[src/rtl/multibuffer_packer.sv]
// Packs pairs of PKT_WIDTH packets into one queue word (slot 0 at bit 0, slot 1 at bit 64)
// behind a single-word output register; flush pads a lone staged packet with PAD_VALUE.
module multibuffer_packer #(
  parameter int                   Q_DATA_WIDTH = 128,
  parameter int                   PKT_WIDTH    = 42,
  parameter logic [PKT_WIDTH-1:0] PAD_VALUE    = {PKT_WIDTH{1'b1}}
) (
  input  logic                    clk,
  input  logic                    rst_n,
  input  logic                    in_valid,
  input  logic [PKT_WIDTH-1:0]    in_data,
  output logic                    in_ready,
  input  logic                    flush,
  output logic                    write_en,
  output logic [Q_DATA_WIDTH-1:0] data_out,
  input  logic                    waitrequest,
  output logic                    busy,
  output logic [15:0]             pkt_count
);

  typedef enum logic {LO_EMPTY, LO_FULL} state_t;

  state_t                  state_q, state_d;
  logic [PKT_WIDTH-1:0]    lo_q, lo_d;
  logic                    out_valid_q, out_valid_d;
  logic [Q_DATA_WIDTH-1:0] data_q, data_d;
  logic                    flush_pending_q, flush_pending_d;
  logic [15:0]             pkt_count_q, pkt_count_d;

  logic out_free;
  logic flush_serve;
  logic accept;
  logic transfer;

  function automatic logic [Q_DATA_WIDTH-1:0] pack_word(input logic [PKT_WIDTH-1:0] slot0,
                                                        input logic [PKT_WIDTH-1:0] slot1);
    logic [Q_DATA_WIDTH-1:0] w;
    w = '0;
    w[PKT_WIDTH-1:0]   = slot0;
    w[64 +: PKT_WIDTH] = slot1;
    return w;
  endfunction

  // Output register can take a new word if empty or emptying this cycle.
  assign out_free    = !out_valid_q || !waitrequest;
  assign flush_serve = (state_q == LO_FULL) && flush_pending_q;
  assign in_ready    = !flush_serve && ((state_q == LO_EMPTY) || out_free);
  assign accept      = in_valid && in_ready;
  assign transfer    = out_valid_q && !waitrequest;

  always_comb begin
    state_d         = state_q;
    lo_d            = lo_q;
    out_valid_d     = transfer ? 1'b0 : out_valid_q;
    data_d          = data_q;
    flush_pending_d = flush_pending_q || flush;
    pkt_count_d     = pkt_count_q + 16'(accept);

    case (state_q)
      LO_EMPTY: begin
        if (accept) begin
          lo_d    = in_data;
          state_d = LO_FULL;
        end else if (flush_pending_q) begin
          // Nothing staged: the flush has nothing to pad.
          flush_pending_d = 1'b0;
        end
      end
      LO_FULL: begin
        if (flush_pending_q) begin
          if (out_free) begin
            data_d          = pack_word(lo_q, PAD_VALUE);
            out_valid_d     = 1'b1;
            state_d         = LO_EMPTY;
            flush_pending_d = 1'b0;
          end
        end else if (accept) begin
          data_d      = pack_word(lo_q, in_data);
          out_valid_d = 1'b1;
          state_d     = LO_EMPTY;
        end
      end
      default: state_d = LO_EMPTY;
    endcase
  end

  always_ff @(posedge clk or negedge rst_n) begin
    if (!rst_n) begin
      state_q         <= LO_EMPTY;
      lo_q            <= '0;
      out_valid_q     <= 1'b0;
      data_q          <= '0;
      flush_pending_q <= 1'b0;
      pkt_count_q     <= '0;
    end else begin
      state_q         <= state_d;
      lo_q            <= lo_d;
      out_valid_q     <= out_valid_d;
      data_q          <= data_d;
      flush_pending_q <= flush_pending_d;
      pkt_count_q     <= pkt_count_d;
    end
  end

  assign write_en  = out_valid_q;
  assign data_out  = data_q;
  assign busy      = (state_q == LO_FULL) || out_valid_q || flush_pending_q;
  assign pkt_count = pkt_count_q;

endmodule

[config.mk]
export PLATFORM = sky130hd
export DESIGN_NAME = multibuffer_packer
export DESIGN_NICKNAME = d
export VERILOG_FILES = /design/src/rtl/multibuffer_packer.sv
export SDC_FILE = /design/constraint.sdc
export NUM_CORES = 1
export LEC_CHECK = 0
export ABC_CLOCK_PERIOD_IN_PS = 1400
export CAP_MARGIN = 20
export CORE_MARGIN = 2
export CORE_UTILIZATION = 34
export CTS_BUF_LIST = sky130_fd_sc_hd__clkbuf_4 sky130_fd_sc_hd__clkbuf_8
export DETAILED_ROUTE_END_ITERATION = 10
export DONT_BUFFER_PORTS = 1
export PLACE_DENSITY = 0.51
export SYNTH_ARGS = -nofsm -noshare
export SYNTH_HDL_FRONTEND = slang
export SYNTH_SLANG_ARGS = --single-unit
[constraint.sdc]
create_clock -name clk -period 1.4 [get_ports clk]
set_input_delay 0.28 -clock clk [delete_from_list [all_inputs] [get_ports clk]]
set_output_delay 0.28 -clock clk [all_outputs]
set_load 0.02 [all_outputs]
# Yosys cells after proc, flatten, opt, wreduce, memory -nomap -nowiden
# Index checks and enable logic that the tools add are counted.
[classes] n_bitwise=1 eq_ne=1 n_addsub=1 n_mux=18 n_reduce_logical=15
[ops] cell="$mux W128" count=3
[ops] cell="$add A16 B1 Y16" count=1
[ops] cell="$mux W1" count=13
[ops] cell="$logic_or A1 B1 Y1" count=5
[ops] cell="$logic_and A1 B1 Y1" count=4
[ops] cell="$pmux W1 S2" count=2
[ops] cell="$logic_not A1 Y1" count=3
[ops] cell="$reduce_and A3 Y1" count=1
[ops] cell="$ne A2 B1 Y1 const B" count=1
[ops] cell="$reduce_and A2 Y1" count=1
[ops] cell="$reduce_bool A2 Y1" count=1
[ops] cell="$not A1 Y1" count=1
[totals] inputBits=47 out_inout_bits=147 wordCells=42 register_bits=189

# Depth between registers and ports, before layout
[depth] depth_word=8 ltp_mapped=8 ltp_nobuf=8

# Least setup slack after synthesis
# OpenSTA, ideal clock, no wires.
[synth_path] path_kind="reg-to-reg" start="register out_valid_q (netlist: write_en)" end="register pkt_count_q[13] (netlist: pkt_count[13])" slack_ns=-0.547 t_arrival_ns=1.867 stages_incl_launch_ff=9 path_buffers=0 setup_time_ns=0.080 required_time_ns=1.320 synth_period_minus_slack_ns=1.947 cell_sequence="dfrtp_1 -> nand2_1 -> inv_1 -> o21ai_0 -> and2_1 -> ha_1 -> nand2_1 -> nor3_2 -> xor2_1"
[synth_between] elab_chain_cells=6
[synth_lines] item="start: declaration" line_no="25" rtl="logic out_valid_q, out_valid_d;"
[synth_lines] item="start signal: assignment" line_no="98" rtl="out_valid_q <= out_valid_d;"
[synth_lines] item="$logic_not A1 Y1" line_no="45" rtl="assign out_free = !out_valid_q || !waitrequest;"
[synth_lines] item="$logic_or A1 B1 Y1" line_no="45"
[synth_lines] item="$logic_or A1 B1 Y1" line_no="47" rtl="assign in_ready = !flush_serve && ((state_q == LO_EMPTY) || out_free);"
[synth_lines] item="$logic_and A1 B1 Y1" line_no="47"
[synth_lines] item="via in_ready" line_no="12" rtl="output logic in_ready,"
[synth_lines] item="$logic_and A1 B1 Y1" line_no="48" rtl="assign accept = in_valid && in_ready;"
[synth_lines] item="$add A16 B1 Y16" line_no="57" rtl="pkt_count_d = pkt_count_q + 16'(accept);"
[synth_lines] item="via pkt_count_d[13]" line_no="28" rtl="logic [15:0] pkt_count_q, pkt_count_d;"
[synth_lines] item="end signal: assignment" line_no="101" rtl="pkt_count_q <= pkt_count_d;"
[synth_lines] item="end: declaration" line_no="28"
# The timed path passes the listed nets, and every way through them passes these cells.
# A chain may end at the register's enable or synchronous reset.

# Worst setup path in the final report
[layout_path] start="register flush_pending_q" end="register data_q[64] (netlist: data_out[64])"
[layout_between] elab_chain_cells=6 elab_cells_between_ends=8 classes_between="1 x eq/ne; 1 x mux; 6 x reduce/logical"
[layout_lines] item="start: declaration" line_no="27" rtl="logic flush_pending_q, flush_pending_d;"
[layout_lines] item="start signal: assignment" line_no="100" rtl="flush_pending_q <= flush_pending_d;"
[layout_lines] item="$logic_and A1 B1 Y1" line_no="46" rtl="assign flush_serve = (state_q == LO_FULL) && flush_pending_q;"
[layout_lines] item="$logic_not A1 Y1" line_no="47"
[layout_lines] item="$logic_and A1 B1 Y1" line_no="47"
[layout_lines] item="$logic_and A1 B1 Y1" line_no="48"
[layout_lines] item="$reduce_bool A2 Y1 (no line)"
[layout_lines] item="$reduce_and A3 Y1 (no line)"
[layout_lines] item="end signal: assignment" line_no="99" rtl="data_q <= data_d;"
[layout_lines] item="end: declaration" line_no="26" rtl="logic [Q_DATA_WIDTH-1:0] data_q, data_d;"
# Several ways; a longest one is shown, not always the timed one.

==> results.py <==
metrics = {
    "sta": {
        "fin_crit_sh_pct": 122,
        "fin_crit_ps": 1700,
        "slew_viol_final": 0,
        "rsz0062_at_grt": "yes",
        "timing.hold.ws_ps": -474,
        "fmax_mhz": 587,
        "clock_skew_ps": 10.3,
        "worst_slack_ps": -304,
        "finalSetupViolations": 98,
        "hold_viol": 145,
    },
    "logic_synthesis": {
        "synth_area_leaders": "dfrtp_1 (59%), mux2_4 (9.3%), mux2_2 (7.7%)",
        "syn_area_sq_um": 6160,
        "yosysTopAreaCellShare_pct": 58.9,
        "ys_ff_latch": 145,
        "synth_area_leader_cell": "dfrtp_1",
        "yosysWarningCount": 0,
        "syn_area_per_cell_sq_um": 12.8,
        "seq_area_frac_synth_pct": 58.9,
        "syn-instance-count": 481,
        "ys_types": 32,
    },
    "clock_tree": {
        "cts.reportedPaths.clkPinSlew_ps": 80,
        "numCtsBuffers": 17,
        "hold_buffers": 44,
        "htree_levels": 4,
        "cts_root_buffer": "clkbuf_8",
        "cts_sinks": 145,
        "cts_tree": "done",
        "insertion_delay_ps": 440,
        "cts_buffer_depth": 2,
    },
    "pwr": {
        "power_frac_comb_pct": 41.5,
        "swShare_pct": 38.2,
        "intPower_mw": 13.4,
        "p_leak_nw": 3.95,
        "pwr-share-clk_pct": 15.6,
        "irDropWorstVdd_mv": 1.25,
        "p_seq_share_pct": 43.0,
        "power_switching_mw": 8.29,
        "power.density_nw_per_um2": 2610,
        "total_power_mw": 21.7,
    },
    "global_route": {
        "busiest_layer": "met2",
        "grt-ovfl-total": 0,
        "grt_first_pass_wirelength_um": 23000,
        "use_met3_pct": 5.56,
        "grtUsageMet2_pct": 24.2,
        "grt_pass1_vias": 4066,
        "grt_max_degree": 146,
        "grt_use_met1_pct": 19.3,
        "antenna_found_initial": 0,
        "grt_use_total_pct": 15.4,
    },
    "place": {
        "port_buffers": 0,
        "dp_slack_ps": -211,
        "dpl-instance-area_sq_um": 6530,
        "place.gp.congestion": 0.798,
        "dp_hpwl_um": 8980,
    },
    "run_status": {
        "outcome": "complete, but fails checks",
        "violations": "hold timing, setup timing",
    },
    "worst_setup_path": {
        "worstPathMaxFanout": 5,
        "path_cells": "buf_6 > buf_4 > o211ai_4 > buf_8 > buf_12 > buf_16 > clkbuf_16 > nand2_2 > o21ai_1",
        "cp_num_buf_inv": 6,
        "rr_worst_depth": 9,
        "crit_path_start_kind": "flip-flop",
        "slowest_delay_ps": 440,
        "critPathSlowestCell": "dfrtp_2",
        "reg2reg_from": "flush_pending_q",
        "crit_required_ps": 1770,
        "cp.arrival_ps": 2070,
        "crit_type": "flip-flop to flip-flop",
        "critPathTopFamily": "buffers and inverters",
        "endpoint_kind": "flip-flop",
        "ff2ff_setup_slack_ps": -300,
        "r2r-end": "data_out[64]",
    },
    "drt": {
        "routed_via_density": 4.64,
        "wire_per_inst_um": 17.8,
        "first_iter_violations": 158,
        "via_count": 3906,
        "drt_wl_total_um": 15000,
        "dr.pass1.iters": 4,
        "ant_nets": 0,
        "drc": 0,
    },
    "floorplan": {
        "die_w_um": 139,
        "core_sq_um": 17900,
        "initial_core_util_pct": 34.4,
        "die_area_sq_um": 19200,
        "rows": 49,
        "die-height_um": 139,
        "io_pins": 194,
    },
    "min_path": {
        "hp-class": "primary input to asynchronous set/reset pin",
    },
    "cells_and_area": {
        "final_cell_mix": "dfrtp_1 (138), nor2_1 (44), conb_1 (44), dlygate4sd3_1 (44)",
        "layout-drive-gt1-share_pct": 42.6,
        "antenna_cells": 0,
        "seq_area_sq_um": 3640,
        "multi_input_area_sq_um": 2450,
        "final_core_util_pct": 46.4,
        "fillers": 1602,
        "design_area_sq_um": 8320,
        "fin_nets": 649,
        "syn2layout_area_growth_pct": 34.9,
        "final_common_cell": "dfrtp_1",
    },
    "flow_run": {
        "maxCapViolations": 0,
    },
}
[through the flow]
step	TNS (ps)	instances
after floorplan	-973	524
after global placement	-3580	728
after detailed placement	-6930	728
after CTS	-17100	827
after global routing	-28350	842
final	-22590	842
[power by group through the flow]
| stage | Clock [mW] | Combinational, mW | Sequential (mW) |
|---|---|---|---|
| floorplan | 0 | 4.52 | 9.03 |
| global placement | 0 | 5.52 | 9.38 |
| detailed placement | 0 | 5.78 | 9.42 |
| CTS | 3.52 | 7.60 | 9.29 |
| global route | 3.73 | 9.66 | 9.58 |
| finish | 3.38 | 9.01 | 9.33 |
[layout make-up]
type	instances	share of cell area (%)
Multi-Input combinational cell	308	29.5
Clock inverter	9	1.26
Timing Repair Buffer	124	18.2
Clock buffer	23	3.66
Sequential cell	145	43.7
Tap cell	229	3.45
Inverter	4	0.211
[worst register-to-register path, cell delays in order, from the launching register on]
cell,delay (ps)
dfrtp_2,440
buf_6,140
buf_4,140
o211ai_4,240
buf_8,180
buf_12,130
buf_16,130
clkbuf_16,140
nand2_2,40
o21ai_1,80
[layer usage]
layer / share of wire [%] / wire (um) / vias up
li1: - / - / 1771
met1: 42 / 6270 / 1976
met2: 49 / 7340 / 139
met3: 7.5 / 1130 / 20
met4: 1.8 / 266 / 0
met5: 0 / 0 / -
[registers in the layout, summed over array words and instances (netlist names)]
signal / flops
lo_q: 42
write_en: 1
state_q: 1
pkt_count: 16
data_out: 84
flush_pending_q: 1
[how the worst max path moves through the flow]
stage / startpoint / to / slack, ps / cells after the start
global placement: write_en / pkt_count[13] / -160 / 8
finish: flush_pending_q / data_out[64] / -300 / 9
CTS: write_en / busy / -320 / 2
global route: flush_pending_q / data_out[64] / -370 / 9
floorplan: write_en / pkt_count[12] / -150 / 7
detailed placement: flush_pending_q / pkt_count[14] / -210 / 7
[cell families (layout without fill, tap and decap cells)]
kind of cell / count (synthesis) / count (layout) / share of synthesized area (%)
muxes: 84 / 84 / 17.7
other: 1 / 44 / 0.0609
xor gates and xnor gates: 14 / 14 / 1.99
and+or+nand+nor: 116 / 116 / 8.53
DFF: 145 / 145 / 58.9
buffers and inverters: 71 / 160 / 8.26
AOI/OAI and AO/OA: 48 / 48 / 4.20
adders and majority gates: 2 / 2 / 0.406
[repair_timing]
| action | 4_1_cts | 5_1_grt |
|---|---|---|
| pin swaps | 16 | 7 |
| cloned | 7 | 8 |
| buffers inserted | 17 | 9 |
| gates resized for setup | 42 | 95 |
| endpoints found under the hold margin | 231 | 145 |
| endpoints found under the setup margin | 119 | 104 |
[cells in the mapped netlist]
cell / n
nand3_1: 4
a21oi_1: 1
clkbuf_1: 6
ha_1: 2
o211ai_2: 2
and2_1: 1
nand4_4: 2
dfrtp_1: 145
buf_6: 7
o21ai_1: 20
mux2_4: 38
nor4_2: 1
nor3_2: 1
and4_1: 2
conb_1: 1
inv_1: 4
buf_2: 4
and3_4: 1
a31oi_1: 1
o21ai_0: 23
nor2_1: 45
nand2_1: 51
nor3_1: 4
clkbuf_2: 1
mux2_1: 4
nand4_1: 3
xor2_1: 8
mux2_2: 42
o21a_1: 1
xnor2_1: 6
buf_4: 49
or3_1: 1
(Power assumes the default switching activity.)
==> variant (same flow settings) <==
The parameter `Q_DATA_WIDTH` goes from 128 to 132.
--- a/src/rtl/multibuffer_packer.sv
+++ b/src/rtl/multibuffer_packer.sv
@@ -1,7 +1,7 @@
 // Packs pairs of PKT_WIDTH packets into one queue word (slot 0 at bit 0, slot 1 at bit 64)
 // behind a single-word output register; flush pads a lone staged packet with PAD_VALUE.
 module multibuffer_packer #(
-  parameter int                   Q_DATA_WIDTH = 128,
+  parameter int                   Q_DATA_WIDTH = 132,
   parameter int                   PKT_WIDTH    = 42,
   parameter logic [PKT_WIDTH-1:0] PAD_VALUE    = {PKT_WIDTH{1'b1}}
 ) (
Interface: changed (resized data_out); port bits go from 194 to 198. The function was not compared with the original's and may differ.
==> variant against the original RTL <==
  * Largest cell class unchanged
  * Area after synthesis rose by 0.49%
  * First-iteration DRC count rose by 5.7%
  * Core utilization rose by 1.8 points
  * Die area rose by 0.48%
  * Sequential cell count did not move
  * Critical path type is now flop to output port
  * The flow still finishes with violations (negative hold slack, negative setup slack)
  * Power rose by 3.1%
  * Global-route usage rose by 0.74 points
  * Setup slack improved by 5.6 ps
  * Wire length rose by 7.0%
  * Design area rose by 3.8%
  * Combinational power rose by 10%
  * Highest routed layer unchanged
  * Largest power group is now combinational logic
  * Synthesized cell count rose by 0.83%
==> variant: results (changes against the original RTL) <==
htree depth 4 (unchanged); Synth warnings 0 (unchanged); # setup viols final 91 (-7.1%); GPL Wtd Cong 0.7952 (-0.40%); hold crit path type input pin to asynchronous set/reset pin; largest net degree at the start of global routing 146 (unchanged); Max Root-Sink Buffers 2 (unchanged); Power Clock 3.07 mW (-9.2%); vias in the first global route 4209 (+3.5%); Max FO, Critical Path 3 (-2); clock-pin slew on the worst setup and hold paths 80 ps (about the same); Critical Path Max Stage Delay 430 ps; DR WL/cell 18.87 um (+5.8%); total power 22.40 mW (+3.1%); Place WS -186.1 ps (+24.63 ps); 1st-pass router iterations 4 (unchanged); most area-consuming cells after synthesis dfrtp_1 59%, mux2_4 9.2%, mux2_2 7.6%; slowest CP cell dfrtp_2; post-route worst setup slack -298.8 ps (+5.613 ps); 1st-iter DRT viols 167 (+5.7%); initial antenna violation count 0 (unchanged); first-pass GRT wire length 24150 um (+5.1%); CTS root buf clkbuf_8; switching power 8.927 mW (+7.6%); layout cells sized above 1 49.36% (+6.8 points); register area share after synthesis 58.60% (-0.29 points); number of buffers created by CTS 17 (unchanged); Cell variety after synth 32 (unchanged); Hold WS -471.3 ps (+2.335 ps); GR Util All Layers 16.11% (+0.74 points); final hold viol count 145 (unchanged); Final #Nets 659 (+1.5%); Cell Area, Placed 6543 um2 (+0.27%); max FFs per register 84 (unchanged); status finished, violations left; worst clock skew 11.94 ps (+1.594 ps); Synth top cells by count 145 x dfrtp_1, 53 x buf_4, 51 x nand2_1, 45 x nor2_1, 42 x mux2_2; Synth async-reset ratio 100.0% (unchanged); worst vdd ir 1188 uV (-5.0%); CP delay by family, top flip-flops; Via-to-Cell Ratio 4.639 (about the same); Inserted Diodes 0 (unchanged); Clock Latency Late Sink 440 ps (about the same); port bufs 0 (unchanged); failing checks negative hold slack, negative setup slack; HPWL after DPL 8912 um (-0.76%); Reg power frac 42.1% (-0.9 points); Setup crit start write_en; WP data arrival 1420 ps (-650 ps); P_leak 4.088 nW (+3.4%)
==> variant: cell types whose count changed in the layout (fill, tap and decap cells not counted), sizes merged <==
cell         unedited run  this run
bufinv                  2         1
clkbuf                 30        25
dlygate4sd3            44        46
inv                     4         6
buf                    73        78
clkinvlp                1         5
conb                   44        48
clkinv                  6         4
==> variant: cell type report <==
cell class	count	area, um2
Tap cell	229	286.5
Sequential cell	145	3640
Inverter	4	17.52
Clock inverter	12	112.6
Timing Repair Buffer	130	1624
Fill cell	1564	9271
Multi-Input combinational cell	312	2701
Clock buffer	19	249.0
==> variant: timing repair <==
action,CTS,global route
hold endpoints to repair,228,147
setup endpoints to repair,74,137
buffers inserted,22,11
hold buffers,44,2
gates resized for setup,79,120
pin swaps,22,18
gates cloned,10,8
==> variant: path summary, 6_finish.rpt <==
path                                  to  slack, ps  depth (start not counted)
hold / removal              data_out[94]       -470                          0
setup / recovery                    busy       -300                          2
min in group clk            data_out[94]         40                          2
max in group asynchronous       lo_q[30]       1560                          0
hold reg to reg             data_out[18]        500                          1
setup reg to reg           pkt_count[10]       -250                          8
==> variant: cell families after synthesis <==
logic type                 share of synthesized area [%]
adders and majority gates                         0.4041
xor gates and xnor gates                           1.980
and+or+nand+nor                                    8.487
DFF                                                58.60
buffers and inverters                              8.709
other                                            0.06056
AOI/OAI and AO/OA                                  4.183
muxes                                              17.58
==> variant: metrics by stage <==
stage                     setup TNS (ps)  instances
after CTS                         -10450        835
final                             -11020        851
after global placement             -4051        729
after global routing              -15880        851
after detailed placement           -4830        729
after floorplan                   -972.6        532
==> variant: per-layer routing <==
layer	vias to the layer above	wire [um]	global-route usage, %
li1	1797	-	-
met3	11	1195	6.250
met5	-	0	0
met4	0	158	4.359
met2	136	8036	25.77
met1	2004	6665	20.54
